==> src/rtl/gcn_addr_pkg.sv <==
// Shared types and default widths for the GCN address sequencer.
// Imported by gcn_addr_sequencer.
package gcn_addr_pkg;

  typedef enum logic [1:0] {
    IDLE = 2'd0,
    RUN  = 2'd1,
    DONE = 2'd2
  } seq_state_t;

  localparam int ROWS_MAX_DEF   = 64;
  localparam int COLS_MAX_DEF   = 16;
  localparam int ADDR_WIDTH_DEF = 12;

endpackage

==> src/rtl/gcn_wrap_counter.sv <==
// Index counter for one tile axis: counts 0..limit-1 on en, wraps to 0.
// wrap is high on the enabled step that returns the count to 0.
module gcn_wrap_counter #(
  parameter int MAX = 16,
  parameter int W   = $clog2(MAX + 1)
) (
  input  logic         clk,
  input  logic         reset,
  input  logic         clear,
  input  logic         en,
  input  logic [W-1:0] limit,
  output logic [W-1:0] count,
  output logic         wrap
);

  logic [W-1:0] count_q;
  logic [W-1:0] count_d;

  assign wrap  = en && (count_q == limit - W'(1));
  assign count = count_q;

  always_comb begin
    count_d = count_q;
    if (clear) begin
      count_d = '0;
    end else if (en) begin
      count_d = wrap ? '0 : count_q + W'(1);
    end
  end

  always_ff @(posedge clk or posedge reset) begin
    if (reset) begin
      count_q <= '0;
    end else begin
      count_q <= count_d;
    end
  end

endmodule

==> src/rtl/gcn_addr_sequencer.sv <==
// 2-D tile address sequencer for GCN SRAM reads: one address per valid/ready beat.
// Optional column-major walk when GCN_ADDR_SEQ_TRANSPOSE_EN is defined.
//
// state | meaning
// IDLE  | waiting for start, cfg sampled on start
// RUN   | issuing addresses, busy high
// DONE  | one cycle, done pulse, back to IDLE
module gcn_addr_sequencer
  import gcn_addr_pkg::*;
#(
  parameter  int ROWS_MAX   = ROWS_MAX_DEF,
  parameter  int COLS_MAX   = COLS_MAX_DEF,
  parameter  int ADDR_WIDTH = ADDR_WIDTH_DEF,
  localparam int RW         = $clog2(ROWS_MAX + 1),
  localparam int CW         = $clog2(COLS_MAX + 1)
) (
  input  logic                  clk,
  input  logic                  reset,
  input  logic                  start,
  input  logic                  clear,
  input  logic [RW-1:0]         cfg_rows,
  input  logic [CW-1:0]         cfg_cols,
  input  logic [ADDR_WIDTH-1:0] cfg_base,
  input  logic [ADDR_WIDTH-1:0] cfg_row_stride,
`ifdef GCN_ADDR_SEQ_TRANSPOSE_EN
  input  logic                  cfg_col_major,
`endif
  output logic [ADDR_WIDTH-1:0] addr,
  output logic                  addr_valid,
  input  logic                  addr_ready,
  output logic                  addr_last,
  output logic                  busy,
  output logic                  done
);

  seq_state_t            state_q;
  logic [RW-1:0]         rows_q;
  logic [CW-1:0]         cols_q;
  logic [ADDR_WIDTH-1:0] stride_q;
  logic [ADDR_WIDTH-1:0] addr_q;
  logic [ADDR_WIDTH-1:0] addr_d;
  logic                  valid_q;
  logic                  busy_q;
  logic                  done_q;
  logic                  col_major;

  logic [RW-1:0] row_cnt;
  logic [CW-1:0] col_cnt;
  logic          row_wrap, col_wrap;
  logic          row_en, col_en;
  logic          row_at_end, col_at_end;
  logic          beat, is_last, start_acc, cnt_clr;

`ifdef GCN_ADDR_SEQ_TRANSPOSE_EN
  logic                  col_major_q;
  logic [ADDR_WIDTH-1:0] base_q;
  assign col_major = col_major_q;
`else
  assign col_major = 1'b0;
`endif

  assign beat       = valid_q & addr_ready;
  assign row_at_end = (row_cnt == rows_q - RW'(1));
  assign col_at_end = (col_cnt == cols_q - CW'(1));
  assign is_last    = row_at_end & col_at_end;
  assign start_acc  = (state_q == IDLE) & start & ~clear;
  assign cnt_clr    = clear | start_acc;

  // Inner axis steps every beat; outer axis steps when the inner one is at its end.
  assign row_en = beat & (col_major | col_at_end);
  assign col_en = beat & (~col_major | row_at_end);

  gcn_wrap_counter #(.MAX(ROWS_MAX), .W(RW)) u_row_cnt (
    .clk   (clk),
    .reset (reset),
    .clear (cnt_clr),
    .en    (row_en),
    .limit (rows_q),
    .count (row_cnt),
    .wrap  (row_wrap)
  );

  gcn_wrap_counter #(.MAX(COLS_MAX), .W(CW)) u_col_cnt (
    .clk   (clk),
    .reset (reset),
    .clear (cnt_clr),
    .en    (col_en),
    .limit (cols_q),
    .count (col_cnt),
    .wrap  (col_wrap)
  );

  always_comb begin
    addr_d = addr_q + ADDR_WIDTH'(1);
`ifdef GCN_ADDR_SEQ_TRANSPOSE_EN
    if (col_major) begin
      addr_d = row_wrap ? base_q + ADDR_WIDTH'(col_cnt) + ADDR_WIDTH'(1)
                        : addr_q + stride_q;
    end else if (col_wrap) begin
      addr_d = addr_q + stride_q - ADDR_WIDTH'(cols_q) + ADDR_WIDTH'(1);
    end
`else
    if (col_wrap) begin
      addr_d = addr_q + stride_q - ADDR_WIDTH'(cols_q) + ADDR_WIDTH'(1);
    end
`endif
  end

  always_ff @(posedge clk or posedge reset) begin
    if (reset) begin
      state_q     <= IDLE;
      rows_q      <= '0;
      cols_q      <= '0;
      stride_q    <= '0;
      addr_q      <= '0;
      valid_q     <= 1'b0;
      busy_q      <= 1'b0;
      done_q      <= 1'b0;
`ifdef GCN_ADDR_SEQ_TRANSPOSE_EN
      col_major_q <= 1'b0;
      base_q      <= '0;
`endif
    end else if (clear) begin
      state_q <= IDLE;
      valid_q <= 1'b0;
      busy_q  <= 1'b0;
      done_q  <= 1'b0;
    end else begin
      case (state_q)
        IDLE: begin
          done_q <= 1'b0;
          if (start) begin
            rows_q      <= cfg_rows;
            cols_q      <= cfg_cols;
            stride_q    <= cfg_row_stride;
            addr_q      <= cfg_base;
`ifdef GCN_ADDR_SEQ_TRANSPOSE_EN
            col_major_q <= cfg_col_major;
            base_q      <= cfg_base;
`endif
            if ((cfg_rows == '0) || (cfg_cols == '0)) begin
              state_q <= DONE;
              done_q  <= 1'b1;
            end else begin
              state_q <= RUN;
              valid_q <= 1'b1;
              busy_q  <= 1'b1;
            end
          end
        end
        RUN: begin
          if (beat) begin
            if (is_last) begin
              state_q <= DONE;
              valid_q <= 1'b0;
              busy_q  <= 1'b0;
              done_q  <= 1'b1;
            end else begin
              addr_q <= addr_d;
            end
          end
        end
        DONE: begin
          state_q <= IDLE;
          done_q  <= 1'b0;
        end
        default: begin
          state_q <= IDLE;
          valid_q <= 1'b0;
          busy_q  <= 1'b0;
          done_q  <= 1'b0;
        end
      endcase
    end
  end

  assign addr       = addr_q;
  assign addr_valid = valid_q;
  assign addr_last  = valid_q & is_last;
  assign busy       = busy_q;
  assign done       = done_q;

endmodule

==> config.mk <==
export PLATFORM = sky130hd
export DESIGN_NAME = gcn_addr_sequencer
export DESIGN_NICKNAME = d
export VERILOG_FILES = /design/src/rtl/gcn_addr_pkg.sv /design/src/rtl/gcn_wrap_counter.sv /design/src/rtl/gcn_addr_sequencer.sv
export SDC_FILE = /design/constraint.sdc
export NUM_CORES = 1
export LEC_CHECK = 0
export CAP_MARGIN = 20
export CELL_PAD_IN_SITES_DETAIL_PLACEMENT = 1
export CELL_PAD_IN_SITES_GLOBAL_PLACEMENT = 2
export CORE_ASPECT_RATIO = 1.5
export CORE_UTILIZATION = 34
export CTS_CLUSTER_DIAMETER = 60
export CTS_CLUSTER_SIZE = 16
export DETAILED_ROUTE_END_ITERATION = 10
export PLACE_DENSITY = 0.88
export SYNTH_ARGS = -nofsm -noshare
export SYNTH_HDL_FRONTEND = slang
export SYNTH_SLANG_ARGS = --single-unit
==> constraint.sdc <==
create_clock -name clk -period 3.8 [get_ports clk]
set_clock_uncertainty 0.1 [all_clocks]
set_input_delay 0.38 -clock clk [delete_from_list [all_inputs] [get_ports clk]]
set_output_delay 0.38 -clock clk [all_outputs]
set_load 0.01 [all_outputs]
==> results.txt, run 1 <==
- Die footprint: around 0.011 mm2
- STA puts the critical path data arrival time at 3120 ps.
- Depth of the worst register-to-register path: 11
- Post-Synthesis Mean Instance Area: around 9.4 um2
* Primary FF master, synth: dfrtp_1
* Routed WL: 10,100 um
* Gate power share: roughly 58%
- Maximum buffer depth of the clock tree: 2
* Via count of the first global-routing pass: 3,451
- Along the worst path, the maximum fanout reaches 4.
* DRC Markers: 0
- Growth of design area from synthesis to finish: 24.2%
* Std-Cell Core Area: 0.0106 mm2
* Total clock buffers created by CTS: 5
- For the pin with the worst max-slew slack, the measured transition is 990 ps.
- The initial antenna violation count is 0.
* Top cells by area, synth: dfrtp_1 (35%), ha_1 (8.0%), xnor2_1 (7.5%), inv_1 (5.2%), o21ai_0 (3.6%)
- Setup repair after global routing missed its margin: false
* Number of enable flip-flop cells after synthesis: 0
- Summed over all nets, the switching power comes to 1.40 mW.
* Power share of the sequential group: between 20 and 30%
* Global route overflow: 0
* Fraction of final layout cells with drive strength greater than 1: 8.99%
- Number of sinks on the clock net: 52
* Count of input and output buffers: 56
* Design internal power: 1.96 mW
- Final Net Count: 525
* Area taken by flip-flops and latches: 0.00130 mm2
- Number of hold-slack violations in the final timing report: 0
- For flop-to-flop paths, the worst setup slack is 280 ps.
* Clock tree from TritonCTS: yes
- Fraction of registers with async set or reset after synthesis: 100%
* Detailed-router iteration count before antenna repair: 4
- Effective utilization at floorplan: 35.0%
- Setup violations remaining at the end of the flow were counted as 0.
- Proportion of power drawn by the clock network: 16.9%
- DRT iter0 DRCs: 99
* Total Neg Setup Slack: 0 ps
- Worst slew margin relative to its limit: about a third
- Clock-pin slew reported for the worst setup and hold paths after clock tree synthesis: around 70 ps
- Count of instances resized after the clock tree is built: 0
- Timing would allow up to between 0.2 and 0.3 GHz.
- Synth cell types: between 50 and 60
- Entering global routing, the biggest net connects 46 pins.
- Launch point of the worst path: rows_q[0]
* DP Cell Count: 592
- The worst setup path is launched from a flop.
- The final-report max-slew violation count was 0.
- Across the VDD grid, the largest voltage drop is 0.236 mV.
- Antenna diode count: 0
- Floorplan die height: 130 um
* Global placer's final weighted congestion: 0.814
* Switching share of power: roughly two fifths
* Ys Warns: 0
- Across the run, the number of max-cap violations was 0.
* CP Class: flop to primary output
- Class of the tightest hold or removal check: flop to flop
* Cell at the root of the clock tree: clkbuf_16
- Final Non-Filler Cells: 600
- Of the post-synthesis cell area, the dominant cell type holds 34.9%.
- In the synthesized netlist, the number of instances is 399.
* Overall die width: 87.5 um
- CP Data Required Time: 3320 ps
- Final min period: around 3600 ps
* Seq/Total Area, Yosys: 34.9%
- Post-CTS Repair Setup Buffers: 0
- Run status: completed
- Summed over all cells, the static leakage comes to 2.04 nW.
* Via/cell ratio: 5.18
* H-tree Lvls: 2
- Endpoint of the most critical register-to-register path: addr[11]
- The startpoint identified for the worst register-to-register timing path is addr[2].
- During I/O placement, the number of pins put on the boundary was 57.
- Total vias in the final route: 3,108
* Synthesized netlist net count: ~470
- Cell Area, Synth: 0.00373 mm2
- End of the critical path: addr_last
- Synthesis inferred 52 register bits.
* Detail Route Antenna Nets: 0
- The worst setup path is captured at a primary output.
- Final standard cell utilization of the core: a little over two fifths
- After filler insertion, the fill cell instance count of the layout stands at about 1,200.
- Dividing total power by cell area gives a power density of about 720 mW/mm2.
* Wirelength per Cell: between 15 and 20 um
- dfrtp_1 takes more of the synthesized area than any other cell.
* Number of buffers added to fix hold violations after cts: 0
- FP Rows: 46
- The first global-routing pass estimated between 15,000 and 20,000 um of wire.
* HPWL Detailed: approximately 8000 um
* Clk_lat worst skew: 300 ps
- GRT Total Usage: 19.2%
- Summing all multi-input logic gate instances after layout gives 0.00218 mm2.
- In the finished design, the share of the clock period the worst path needs comes to 94.8%.
cell type report:
cell class,instances,share of cell area [%]
multi-input combinational,283,47.0
sequential,52,28.1
timing repair buffer,61,12.9
inverter,52,4.21
tap,144,3.89
clock buffer,7,3.29
clock inverter,1,0.648
power groups by stage:
stage | registers, mW | clock network (mW) | logic [mW]
floorplan | 0.840 | 0 | 1.39
global placement | 0.845 | 0 | 1.88
detailed placement | 0.858 | 0 | 1.93
CTS | 0.847 | 0.578 | 1.96
global route | 0.868 | 0.596 | 2.18
finish | 0.844 | 0.567 | 1.94
synthesized netlist by cell type, drive strengths merged, types with 4 or more instances:
cell type,n
and3,5
and2,4
nor3,9
clkbuf,8
nand4,5
a221oi,7
nor2,16
nand3,10
buf,4
mux2i,12
o21ai,27
ha,24
xor2,7
nand2,34
a21o,6
nand2b,5
a21oi,15
a31oi,4
fa,5
xnor2,32
inv,52
dfrtp,52
or4,4
mux2,13
metrics by stage:
step	cell area [um2]	hold WS [ps]	setup slack, ps	power (mW)
detailed placement	4450	388	285	2.79
floorplan	3730	352	576	2.23
global route	4630	418	108	3.65
global placement	4450	374	546	2.72
finish	4630	404	199	3.36
CTS	4630	409	202	3.39
cell families (layout without fill, tap and decap cells):
family / Yosys count / after routing / share of synthesized area (%)
buffers and inverters: 64 / 121 / 7.01
xor gates and xnor gates: 39 / 39 / 9.15
and+or+nand+nor: 108 / 108 / 15.7
AOI/OAI and AO/OA: 82 / 82 / 15.2
muxes: 25 / 25 / 7.34
DFF: 52 / 52 / 34.9
adders and majority gates: 29 / 29 / 10.7
sequential cells by signal, indices dropped and copies added, names as in the netlist:
register / count
busy: 1
u_col_cnt.count: 5
state_q: 2
addr: 12
done: 1
u_row_cnt.count: 7
rows_q: 7
cols_q: 5
stride_q: 12
worst min-delay path by stage:
| stage | end | slack [ps] | start | cells after the start |
|---|---|---|---|---|
| 4_1_cts | done | 410 | done | 1 |
| 6_report | done | 400 | done | 1 |
| 2_1_floorplan | state_q[1] | 350 | clear | 1 |
| 3_5_place_dp | done | 390 | done | 1 |
| 3_3_place_gp | done | 370 | done | 1 |
| 5_1_grt | done | 420 | done | 1 |
critical path: stages, from the launching register on:
cell,delay (ps)
dfrtp_1,430
inv_1,100
ha_1,210
or4b_4,490
or3_4,390
a2111oi_4,430
and3_2,250
clkdlybuf4s50_1,530
routing by layer:
layer | part of all wire (%) | up-vias | routed length (um) | track usage [%]
li1 | - | 1490 | - | -
met1 | 41 | 1522 | 4140 | 22.1
met2 | 53 | 69 | 5330 | 35.0
met3 | 2.5 | 27 | 248 | 2.09
met4 | 3.6 | 0 | 365 | 9.35
met5 | 0 | - | 0 | 0
layout by cell type, fill, tap and decap left out, types with 6 or more instances in the layout:
| cell | instances |
|---|---|
| inv_1 | 51 |
| clkdlybuf4s50_1 | 56 |
| a21o_1 | 6 |
| ha_1 | 24 |
| nand3_1 | 10 |
| o21ai_0 | 27 |
| mux2_2 | 11 |
| xor2_1 | 7 |
| xnor2_1 | 32 |
| mux2i_1 | 12 |
| nor2_1 | 15 |
| a221oi_1 | 7 |
| dfrtp_1 | 52 |
| nand2_1 | 34 |
| a21oi_1 | 15 |
| nor3_1 | 8 |
(Power assumes the default switching activity.)
==> inputs of run 2 (changes only) <==
CORE_MARGIN = 3   (was unset)
CORE_UTILIZATION = 31   (was 34)
PLACE_DENSITY = 0.85   (was 0.88)
SETUP_SLACK_MARGIN = 0.02   (was unset)
clock period = 3.15 ns   (was 3.8 ns; I/O delays follow)
==> run 2 against run 1 <==
Compared with the run above:
- die area is 18% higher
- critical path depth up 3
- largest power group unchanged
- core utilization is 0.89 points lower
- sequential cell count unchanged
- critical path type is now flop to flop
- worst setup slack got worse by 65 ps
- global-route usage shrank 2.9 points
- sequential power rose by 16%
- via count grew 3.0%
- largest cell class unchanged
==> results.txt, run 2 (synthesis results as in run 1) <==
- At the later pin of the worst-skew pair, clock insertion delay measures ~300 ps.
- CP Class: flop to flop
* Detailed-router iteration count before antenna repair: 4
- Total I/O pin count: 57
* Antenna violations before repair: 0
* Number of hold-slack violations in the final timing report: 0
- Switching share of power: 41.3%
* Top library cells by usage in the layout, fill and taps aside: clkdlybuf4s50_1 (55), dfrtp_1 (51), inv_1 (47)
- Fraction of final layout cells with drive strength greater than 1: between 15 and 20%
- The share of total power dissipated in combinational logic is 63.8%.
- Crit-path max FO: 6
- For this block, the via count after detailed routing is 3,202.
* DRC Markers: 0
- Growth of design area from synthesis to finish: 33.1%
- The worst setup path is captured at a flop.
- Traced cell by cell, the critical path runs through inv_2 > ha_4 > or4b_4 > or3_4 > a2111oi_4 > buf_4 > a211oi_2 > nor2_4 > buf_12 > mux2_2.
* Overall die width: 95.6 um
* Worst slew margin relative to its limit: 61.2%
- Critical Path AT: 3110 ps
- The number of global-route vias before repair came to roughly 3,600.
- Antenna diode count: 0
- Entering global routing, the biggest net connects 53 pins.
- Setup repair after global routing could not meet its margin everywhere.
* Delay-heaviest family, CP: simple AND/OR/NAND/NOR gates
- In this run the remaining antenna-violating nets after routing total 0.
- Maximum buffer depth of the clock tree: 2
- Via/cell ratio: approximately 5.1
- Power share of the sequential group: 21.7%
- Worst-case vdd ir drop: 0.296 mV
- Die footprint: around 0.013 mm2
* Floorplan die height: roughly 140 um
- Number of sinks on the clock net: 52
* Final Net Count: 553
- Pre-CTS setup slack: -75.9 ps
* Class of the tightest hold or removal check: primary input to asynchronous set/reset pin
* Number of buffers added to fix hold violations after cts: 0
- H-tree Lvls: 2
* F_max: 0.332 GHz
- The total overflow left after global routing is 0.
* Final Worst Setup Slack: 134 ps
* Fill cells: around 1,400
- TritonCTS built the clock tree.
- Net switching power: between 1.5 and 2 mW
* FP Rows: 48
- DRT iter0 DRCs: 74
* Run status: completed
- Global routing consumed, over all layers together, 16.3% of the routing resources.
- For the worst setup path, the data required time is 3240 ps.
* Routed WL: 10,500 um
- Cell at the root of the clock tree: clkbuf_16
* Crit path max-delay cell type: or4b_4
- Max-cap violations in this run came to 0.
- The first global-routing pass estimated 17,300 um of wire.
- Including well taps, the total number of placed cells is 617.
* Setup violators final: 0
- Transition time of the tightest slew-check pin: just under 600 ps
* HPWL Detailed: 8310 um
- The internal power of the cells totals 2.64 mW.
* Buffers plus inverters on the worst setup path: 3
- STA classifies the critical path startpoint as a flop.
- The final-report max-slew violation count was 0.
- In the final routed layout, each cell accounts on average for 16.6 um.
- Total clock buffers created by CTS: 5
- Dividing total power by cell area gives a power density of 905 mW/mm2.
- Static Leak: ~2.2 nW
* Most common cell after layout, fill and taps aside: clkdlybuf4s50_1
- For this run, the slowest stage of the critical path takes 470 ps.
* Proportion of power drawn by the clock network: 14.5%
* Std-Cell Core Area: 0.0117 mm2
* Clock-pin slew reported for the worst setup and hold paths after clock tree synthesis: 80 ps
- Count of input and output buffers: 56
- Power comes to 4.49 mW.
- Excluding fillers, the count of instances in the completed layout stands at 634.
* Global placer's final weighted congestion: just under 0.8
- Once the floorplan was initialized, standard cells occupied 32.0% of the core.
* Period Utilization, post-route: roughly 96%
* Final min period: ~3000 ps
-- run 2: path summary, 6_finish.rpt --
check | start | endpoint | slack, ps | depth (start not counted)
min in group clk | done | done | 390 | 1
max in group asynchronous | reset | cols_q[0] | 2400 | 3
worst min register to register | done | done | 390 | 1
worst min-delay path | reset | u_col_cnt.count[1] | 280 | 3
worst max register to register | rows_q[0] | addr[8] | 130 | 10
worst max-delay path | rows_q[0] | addr[8] | 130 | 10
-- run 2: worst register-to-register path: stages (launching register included) --
cell       delay, ps
dfrtp_1          420
inv_2            100
ha_4             140
or4b_4           470
or3_4            390
a2111oi_4        380
buf_4            180
a211oi_2          90
nor2_4           180
buf_12           140
mux2_2           320
-- run 2: layer usage --
metal	vias to the layer above	global-route usage (%)	share of wire (%)	wire, um
li1	1546	-	-	-
met1	1586	17.8	39	4140
met2	55	31.2	56	5890
met3	15	1.93	2.5	264
met4	0	5.85	2.3	238
met5	-	0	0	0
-- run 2: stage by stage --
stage	cell area (um2)	hold WS [ps]	utilization (%)	setup TNS [ps]
global placement	4670	374	40.0	0
global route	4970	335	42.6	0
floorplan	3770	287	-	0
CTS	4880	299	41.9	0
detailed placement	4670	370	40.0	-83.5
finish	4970	280	42.6	0
-- run 2: repair_timing --
| item | 4_1_cts | 5_1_grt |
|---|---|---|
| resized for setup | 6 | 12 |
| pin swaps | 0 | 6 |
| buffers inserted | 1 | 8 |
| endpoints found under the setup margin | 3 | 8 |
-- run 2: final cells by class --
class                           count  area, um2  share of cell area [%]
Tap cell                          150        188                    3.78
Clock buffer                        5        125                    2.52
Sequential cell                    52       1300                    26.2
Timing Repair Buffer               89        832                    16.8
Clock inverter                      3       47.5                   0.957
Inverter                           52        195                    3.93
Multi-Input combinational cell    283       2280                    45.8
-- run 2: power groups by stage --
stage | Combinational [mW] | Clock (mW) | Sequential, mW
6_report | 2.87 | 0.652 | 0.977
3_5_place_dp | 2.71 | 0 | 0.993
2_1_floorplan | 1.79 | 0 | 1.01
3_3_place_gp | 2.58 | 0 | 0.981
4_1_cts | 2.82 | 0.667 | 0.978
5_1_grt | 3.19 | 0.696 | 1.00
==> inputs of run 3 (changes only) <==
HOLD_SLACK_MARGIN = 0.12   (was unset)
==> results of run 3 <==
The final DEF is identical to that of run 2; final timing and power are the same.
